### config.mk
export PLATFORM = sky130hd
export DESIGN_NAME = mips_multicycle_ctrl
export DESIGN_NICKNAME = d
export VERILOG_FILES = /design/src/rtl/mips_multicycle_ctrl.sv
export SDC_FILE = /design/constraint.sdc
export NUM_CORES = 1
export LEC_CHECK = 0
export CAP_MARGIN = 20
export CORE_MARGIN = 4
export CORE_UTILIZATION = 30
export CTS_CLUSTER_DIAMETER = 80
export DETAILED_ROUTE_END_ITERATION = 6
export PLACE_DENSITY = 0.62
export REMOVE_ABC_BUFFERS = 1
export SLEW_MARGIN = 15
export SYNTH_ARGS = -nofsm -noshare
export SYNTH_HDL_FRONTEND = slang
export SYNTH_SLANG_ARGS = --single-unit
### constraint.sdc
create_clock -name clk -period 2.2 [get_ports clk]
set_clock_uncertainty 0.2 [all_clocks]
set_input_delay 0.33 -clock clk [delete_from_list [all_inputs] [get_ports clk]]
set_output_delay 0.33 -clock clk [all_outputs]
set_load 0.02 [all_outputs]
### src/rtl/mips_multicycle_ctrl.sv
// -----------------------------------------------------------------------------
// mips_multicycle_ctrl
//
// Moore-style control FSM for a multicycle MIPS datapath (PC, IR, register
// file, ALU, unified instruction/data memory). The FSM decodes IR[31:26] in
// DECODE and drives every datapath mux select and enable from the current
// state. Memory accesses (FETCH, MEMRD, MEMWR) stall on a req/ready handshake:
// the FSM holds in the access state until mem_ready is seen high.
//
// Parameters
//   ILLEGAL_HALT  1: an unknown opcode parks the FSM in HALT until reset
//                 0: an unknown opcode is retired as a NOP (back to FETCH)
//   CNT_W         width of the performance counters (MC_PERF_CNT_EN only)
//
// Ports
//   clk          in   rising-edge clock
//   rst_n        in   asynchronous active-low reset
//   opcode       in   IR[31:26], stable from DECODE onward
//   mem_ready    in   memory completes the current access this cycle
//   mem_req      out  memory access request
//   memwrite     out  access is a write (only ever with mem_req)
//   iord         out  memory address select: 0 PC, 1 ALUOut
//   irwrite      out  load IR from memory data
//   pcwrite      out  unconditional PC load
//   pcwritecond  out  PC load qualified by ALU zero (beq)
//   pcsource     out  PC source: 00 ALU result, 01 ALUOut, 10 jump target
//   alusrca      out  ALU A select: 0 PC, 1 rs data
//   alusrcb      out  ALU B select: 00 rt, 01 4, 10 imm, 11 imm<<2
//   aluop        out  00 add, 01 sub, 10 funct-decoded
//   regdst       out  register file destination: 0 rt, 1 rd
//   memtoreg     out  register file write data: 0 ALUOut, 1 MDR
//   regwrite     out  register file write enable
//   halted       out  FSM is in HALT
//   state        out  current state encoding
//   cycle_cnt    out  cycles spent outside HALT  (MC_PERF_CNT_EN only)
//   instr_cnt    out  retired instructions       (MC_PERF_CNT_EN only)
//
// Configuration macro
//   MC_PERF_CNT_EN  when defined, adds the cycle_cnt / instr_cnt counters.
// -----------------------------------------------------------------------------
module mips_multicycle_ctrl #(
  parameter int ILLEGAL_HALT = 1
`ifdef MC_PERF_CNT_EN
  , parameter int CNT_W = 32
`endif
) (
  input  logic       clk,
  input  logic       rst_n,
  input  logic [5:0] opcode,
  input  logic       mem_ready,
  output logic       mem_req,
  output logic       memwrite,
  output logic       iord,
  output logic       irwrite,
  output logic       pcwrite,
  output logic       pcwritecond,
  output logic [1:0] pcsource,
  output logic       alusrca,
  output logic [1:0] alusrcb,
  output logic [1:0] aluop,
  output logic       regdst,
  output logic       memtoreg,
  output logic       regwrite,
  output logic       halted,
  output logic [3:0] state
`ifdef MC_PERF_CNT_EN
  , output logic [CNT_W-1:0] cycle_cnt,
  output logic [CNT_W-1:0] instr_cnt
`endif
);

  localparam logic [5:0] OP_RTYPE = 6'b000000;
  localparam logic [5:0] OP_LW    = 6'b100011;
  localparam logic [5:0] OP_SW    = 6'b101011;
  localparam logic [5:0] OP_BEQ   = 6'b000100;
  localparam logic [5:0] OP_J     = 6'b000010;
  localparam logic [5:0] OP_ADDI  = 6'b001000;

  typedef enum logic [3:0] {
    S_FETCH  = 4'd0,
    S_DECODE = 4'd1,
    S_MEMADR = 4'd2,
    S_MEMRD  = 4'd3,
    S_MEMWB  = 4'd4,
    S_MEMWR  = 4'd5,
    S_EXEC   = 4'd6,
    S_ALUWB  = 4'd7,
    S_BRANCH = 4'd8,
    S_JUMP   = 4'd9,
    S_ADDIEX = 4'd10,
    S_ADDIWB = 4'd11,
    S_HALT   = 4'd15
  } state_t;

  state_t cur_state;
  state_t nxt_state;

  // State register. Reset aborts any access in flight by forcing FETCH.
  always_ff @(posedge clk or negedge rst_n) begin
    if (!rst_n) begin
      cur_state <= S_FETCH;
    end else begin
      cur_state <= nxt_state;
    end
  end

  always_comb begin
    nxt_state   = S_FETCH;
    mem_req     = 1'b0;
    memwrite    = 1'b0;
    iord        = 1'b0;
    irwrite     = 1'b0;
    pcwrite     = 1'b0;
    pcwritecond = 1'b0;
    pcsource    = 2'b00;
    alusrca     = 1'b0;
    alusrcb     = 2'b00;
    aluop       = 2'b00;
    regdst      = 1'b0;
    memtoreg    = 1'b0;
    regwrite    = 1'b0;
    halted      = 1'b0;

    case (cur_state)
      S_FETCH: begin
        // PC+4 is computed every fetch cycle but only committed, together
        // with the IR load, on the cycle memory actually returns the word.
        // The strobes are held low while reset is asserted so a ready
        // arriving during reset cannot corrupt PC or IR.
        mem_req   = 1'b1;
        alusrcb   = 2'b01;
        irwrite   = mem_ready & rst_n;
        pcwrite   = mem_ready & rst_n;
        nxt_state = mem_ready ? S_DECODE : S_FETCH;
      end

      S_DECODE: begin
        // Branch target (PC+4 + imm<<2) is precomputed into ALUOut here.
        alusrcb = 2'b11;
        case (opcode)
          OP_RTYPE:      nxt_state = S_EXEC;
          OP_LW, OP_SW:  nxt_state = S_MEMADR;
          OP_BEQ:        nxt_state = S_BRANCH;
          OP_J:          nxt_state = S_JUMP;
          OP_ADDI:       nxt_state = S_ADDIEX;
          default:       nxt_state = (ILLEGAL_HALT != 0) ? S_HALT : S_FETCH;
        endcase
      end

      S_MEMADR: begin
        alusrca   = 1'b1;
        alusrcb   = 2'b10;
        // Only lw and sw reach this state, so anything but lw is a store.
        nxt_state = (opcode == OP_LW) ? S_MEMRD : S_MEMWR;
      end

      S_MEMRD: begin
        mem_req   = 1'b1;
        iord      = 1'b1;
        nxt_state = mem_ready ? S_MEMWB : S_MEMRD;
      end

      S_MEMWB: begin
        regwrite  = 1'b1;
        memtoreg  = 1'b1;
        nxt_state = S_FETCH;
      end

      S_MEMWR: begin
        mem_req   = 1'b1;
        memwrite  = 1'b1;
        iord      = 1'b1;
        nxt_state = mem_ready ? S_FETCH : S_MEMWR;
      end

      S_EXEC: begin
        alusrca   = 1'b1;
        aluop     = 2'b10;
        nxt_state = S_ALUWB;
      end

      S_ALUWB: begin
        regwrite  = 1'b1;
        regdst    = 1'b1;
        nxt_state = S_FETCH;
      end

      S_BRANCH: begin
        alusrca     = 1'b1;
        aluop       = 2'b01;
        pcwritecond = 1'b1;
        pcsource    = 2'b01;
        nxt_state   = S_FETCH;
      end

      S_JUMP: begin
        pcwrite   = 1'b1;
        pcsource  = 2'b10;
        nxt_state = S_FETCH;
      end

      S_ADDIEX: begin
        alusrca   = 1'b1;
        alusrcb   = 2'b10;
        nxt_state = S_ADDIWB;
      end

      S_ADDIWB: begin
        regwrite  = 1'b1;
        nxt_state = S_FETCH;
      end

      S_HALT: begin
        halted    = 1'b1;
        nxt_state = S_HALT;
      end

      // Encodings 12..14 are unreachable; recover through FETCH.
      default: nxt_state = S_FETCH;
    endcase
  end

  assign state = cur_state;

`ifdef MC_PERF_CNT_EN
  // Retire is any entry into FETCH from another state; both counters wrap.
  always_ff @(posedge clk or negedge rst_n) begin
    if (!rst_n) begin
      cycle_cnt <= '0;
      instr_cnt <= '0;
    end else begin
      if (cur_state != S_HALT) begin
        cycle_cnt <= cycle_cnt + CNT_W'(1);
      end
      if ((cur_state != S_FETCH) && (nxt_state == S_FETCH)) begin
        instr_cnt <= instr_cnt + CNT_W'(1);
      end
    end
  end
`endif

endmodule
**Yosys cells after proc, flatten, opt, wreduce, memory -nomap -nowiden**

Index checks and enable logic that the tools add are counted.

- Eq/ne operators: 17
- Muxes and demuxes: 20
- Bitwise gates (word level): 1
- Reduce and logical (&&, ||, !) cells: 8

Operator list:

| kind | number |
|---|---|
| 4-bit case mux with 8 select lines | 1 |
| 4-bit == test (second input constant) | 5 |
| 4-bit case mux with 5 select lines | 1 |
| 4-bit by 3-bit == test with 1-bit output (second input constant) | 4 |
| 6-bit == test (second input constant) | 2 |
| 1-bit 2-to-1 mux | 11 |
| 3-bit 2-to-1 mux | 3 |
| 4-bit by 2-bit == test with 1-bit output (second input constant) | 2 |
| 2-bit case mux with 2 select lines | 2 |
| 6-bit by 2-bit == test with 1-bit output (second input constant) | 1 |
| 6-bit by 3-bit == test with 1-bit output (second input constant) | 1 |
| 6-bit by 4-bit == test with 1-bit output (second input constant) | 1 |
| 6-bit logical NOT | 1 |
| 2-bit case mux with 3 select lines | 1 |
| 2-bit OR reduction | 3 |
| 3-bit OR reduction | 2 |
| 4-bit by 1-bit == test with 1-bit output (second input constant) | 1 |
| 4-bit logical NOT | 1 |
| 4-bit OR reduction | 1 |
| 1-bit case mux with 2 select lines | 1 |
| 1-bit bitwise AND | 1 |

- Register bits after elaboration: 4
- Bits of input ports: 9
- Output and inout port bits: 21
- Logic and storage cells: 47

**Logic depth before layout (Yosys ltp)**

- Word-level depth: 4
- Depth in mapped cells: 5
- Depth with buffers taken out: 4

**Worst setup path after synthesis**

No wires, ideal clock.

- Path kind: reg-to-output
- From: reg cur_state[2] (netlist: state[2])
- To: out pcwrite
- Arrival: 2.065 ns
- Required time: 1.670 ns
- Setup slack: -0.395 ns
- Cell stages (with the launch flop): 6
- Buffers on the path: 1
- Cell sequence: dfrtp_1 clkbuf_1 nor2_1 nand2_1 nor4b_1 or2_2

- Cells in the longest elaborated chain, start to end: 2
- Elaborated cells between the ends (all ways): 3
- Those cells by class: eq/ne: 1; mux: 1; reduce/logical: 1

Ends and longest elaborated chain:

| item | line | RTL |
|---|---|---|
| from (decl) | 95 | `state_t cur_state;` |
| from (signal assigned) | 103 | `cur_state <= nxt_state;` |
| 4-bit == test or 4-bit logical NOT (tied branches) | 124 | `case (cur_state)` |
| 1-bit case mux with 2 select lines * | 124 |  |
| to (decl) | 55 | `output logic pcwrite,` |

Mark *: on every way between the ends. The rest lies on a longest branch, timed or not.

**Worst setup path after layout**

- From: in opcode[5]
- To: reg cur_state[2] (netlist: state[2])

- Cells in the longest elaborated chain, start to end: 4
- Elaborated cells between the ends (all ways): 10
- Those cells by class: eq/ne: 5; mux: 3; reduce/logical: 2

Ends and longest elaborated chain:

| item | line | RTL |
|---|---|---|
| from (decl) | 49 | `input logic [5:0] opcode,` |
| 6-bit == test (on tied branches) | 140, 154 |  |
| 2-bit OR reduction | 140 | `case (opcode)` |
| 4-bit case mux with 5 select lines | 140 |  |
| 4-bit case mux with 8 select lines * | 124 |  |
| via nxt_state[2] | 96 | `state_t nxt_state;` |

The timed path passes the listed nets; every way through them passes the cells marked *.

==> impl_metrics.tcl <==
set metrics [dict create \
    ctsHoldBuffers 0 \
    seqPwrFrac_pct 13.1 \
    slowest_stage "or4_1" \
    synth_top_area_share_pct 18.7 \
    yosys.area.top_type "dfrtp_1" \
    hp-class "input port to async pin" \
    viasPerCell 5.20 \
    p_switching_uw 632 \
    power_density_nw_per_um2 1250 \
    drive_gt1_share_pct 30.1 \
    cts-root-buf "clkbuf_4" \
    drt_pass1_iterations 4 \
    slowest_delay_ns 0.53 \
    cp_max_fo 2 \
    clock.fmax_ghz 0.470 \
    critPathLaunch "opcode[5]" \
    pwr-share-clk_pct 7.3 \
    route.detailed.drc 0 \
    syn_inst 75 \
    internal_power_uw 632 \
    cts_buffers 3 \
    grt_usage_pct 15.3 \
    first_global_vias 720 \
    grt.overflow.total 0 \
    core_sq_um 1590 \
    cts_tree "yes" \
    finalHoldViolCount 0 \
    peakVddDrop_mv 0.510 \
    numPlacedInstances 144 \
    insertion_delay_ns 0.23 \
    yosysMostFrequentCell "nor2_1" \
    cp_num_buf_inv 1 \
    nets 134 \
    ys_warn_count 0 \
    dp_hpwl_um 1530 \
    end_kind "flip-flop" \
    initial_core_util_pct 33.5 \
    cts.sinks 4 \
    routabilityCongestion 0.739 \
    die_y_um 50.2 \
    cts_buffer_depth 2 \
    wire_per_inst_um 12.8 \
    htree_num_levels 1 \
    fillers 145 \
    dieArea_sq_um 2520 \
    status "completed" \
    ys_ff_latch 4 \
    crit_required_ns 2.10 \
    setup-violations-final 0 \
    rows 14 \
    netlist_area_sq_um 534 \
    vias 764 \
    routed_wl_um 1880 \
    critPathLaunchType "input port" \
    r2r-start "state[0]" \
    ff_latch_area_sq_um 103 \
    antenna_left 0 \
    worstPathCellList "clkdlybuf4s50_1 > nand3_2 > or4_4 > nor3b_1 > or4_1" \
    path_clk_slew_ns 0.04 \
    finalCritPeriodShare_pct 96.8 \
    largest_reg_flops 4 \
    ys.flop_type "dfrtp_1" \
    drt_iter0_markers 20 \
    synthTopCellsByArea "dfrtp_1 (19%), nor2_1 (7.0%), a21oi_1 (6.6%)" \
    worstPathArrival_ns 2.03 \
    cpLargestDelayFamily "simple AND/OR/NAND/NOR gates" \
    grt_start_max_net_pins 14 \
    synth-async-reset-ratio_pct 100 \
    layout_min_cycle_time_ns 2.13 \
    synth.avg_cell_area_sq_um 7.12 \
    setup_ws_ns 0.0706 \
    antenna_found_initial 0 \
    crit_type "input port to flip-flop" \
    port_buffers 29 \
    ios 30 \
    synth_edf_count 0 \
    stdcell_count 147 \
    swShare_pct 50.0 \
    p_leak_uw 0.000501 \
    area_growth_pct 89.2 \
    die_x_um 50.2 \
    relSlewSlack_pct 80.7 \
    synth.distinct_cells 34 \
    drv_cap 0 \
    worstMarginPinSlew_ns 0.287 \
    combinationalPowerShare_pct 79.6 \
    slew_violations 0 \
    synth_common_cells "nor2_1 (10), a21oi_1 (7), nand2_1 (5), nor3_1 (5)" \
    multi_input_area_sq_um 405 \
    num_antenna_cells 0 \
    rsz0062_at_grt "false" \
    dp_slack_ns -0.317 \
    post_cts_buffers 0 \
    yosysSeqAreaShare_pct 18.7 \
    grt_pass1_wl_um 3020 \
]
## area by class of cell
cell class,count,share of cell area [%]
Sequential cell,4,10.1
Clock buffer,3,2.23
Multi-Input combinational cell,62,40.1
Inverter,3,1.11
Tap cell,24,2.97
Timing Repair Buffer,51,43.4
## per-layer routing
metal	track usage [%]	vias up	part of all wire (%)	wire length (um)
li1	-	383	-	-
met1	16.0	338	40	755
met2	29.3	43	50	946
met3	4.14	0	9.4	177
met4	4.15	0	0	0
met5	0	-	0	0
## cells by family (layout without fill, tap and decap cells)
| kind of cell | after synthesis | count (layout) | synth area share [%] |
|---|---|---|---|
| buf+inv | 9 | 57 | 9.13 |
| xor+xnor | 2 | 2 | 3.28 |
| flops | 4 | 4 | 18.7 |
| compound gates | 18 | 18 | 23.0 |
| simple gates | 41 | 41 | 44.0 |
| mux | 1 | 1 | 1.87 |
## stage by stage
step | hold WS [ns] | TNS, ns | cell area, sq um | utilization, % | total power (uW)
finish | 0.180 | 0 | 1010 | 63.4 | 1260
global route | 0.196 | 0 | 1010 | 63.4 | 1360
CTS | 0.179 | 0 | 988 | 62.0 | 1250
detailed placement | 0.423 | -0.757 | 982 | 61.6 | 1230
global placement | 0.435 | -0.654 | 982 | 61.6 | 1220
floorplan | -0.166 | -1.41 | 497 | - | 677
## worst paths after layout
| path | endpoint | slack (ns) | cells past startpoint |
|---|---|---|---|
| setup reg to reg | state[2] | 0.32 | 5 |
| max in group asynchronous | state[0] | 1.50 | 2 |
| hold reg to reg | state[0] | 0.48 | 2 |
| hold / removal | state[2] | 0.18 | 2 |
| setup / recovery | state[2] | 0.07 | 5 |
| min in group clk | state[0] | 0.48 | 2 |
## layout by cell type (no fill, tap or decap), types with 2 or more instances in the layout
cell	n
buf_4	22
dlygate4sd2_1	14
nor2_1	10
clkdlybuf4s50_1	10
a21oi_1	7
nand2_1	4
nand2b_1	4
nor3_1	4
inv_1	3
clkbuf_4	3
or4_1	2
nor2b_1	2
o221ai_1	2
o32ai_1	2
or4b_1	2
dlymetal6s2s_1	2
dfrtp_2	2
dfrtp_1	2
## power groups by stage
stage	logic (uW)	registers, uW	clock network, uW
2_1_floorplan	442	235	0
3_3_place_gp	1060	158	0
3_5_place_dp	1070	159	0
4_1_cts	998	162	93.9
5_1_grt	1090	173	103
6_report	1010	165	92.0
## repair_timing
| action | 4_1_cts | 5_1_grt |
|---|---|---|
| endpoints found under the hold margin | 0 | 0 |
| pin swaps | 0 | 0 |
| gates resized for setup | 21 | 10 |
| setup endpoints to repair | 17 | 8 |
No activity file was read; power rests on OpenSTA's default activity.
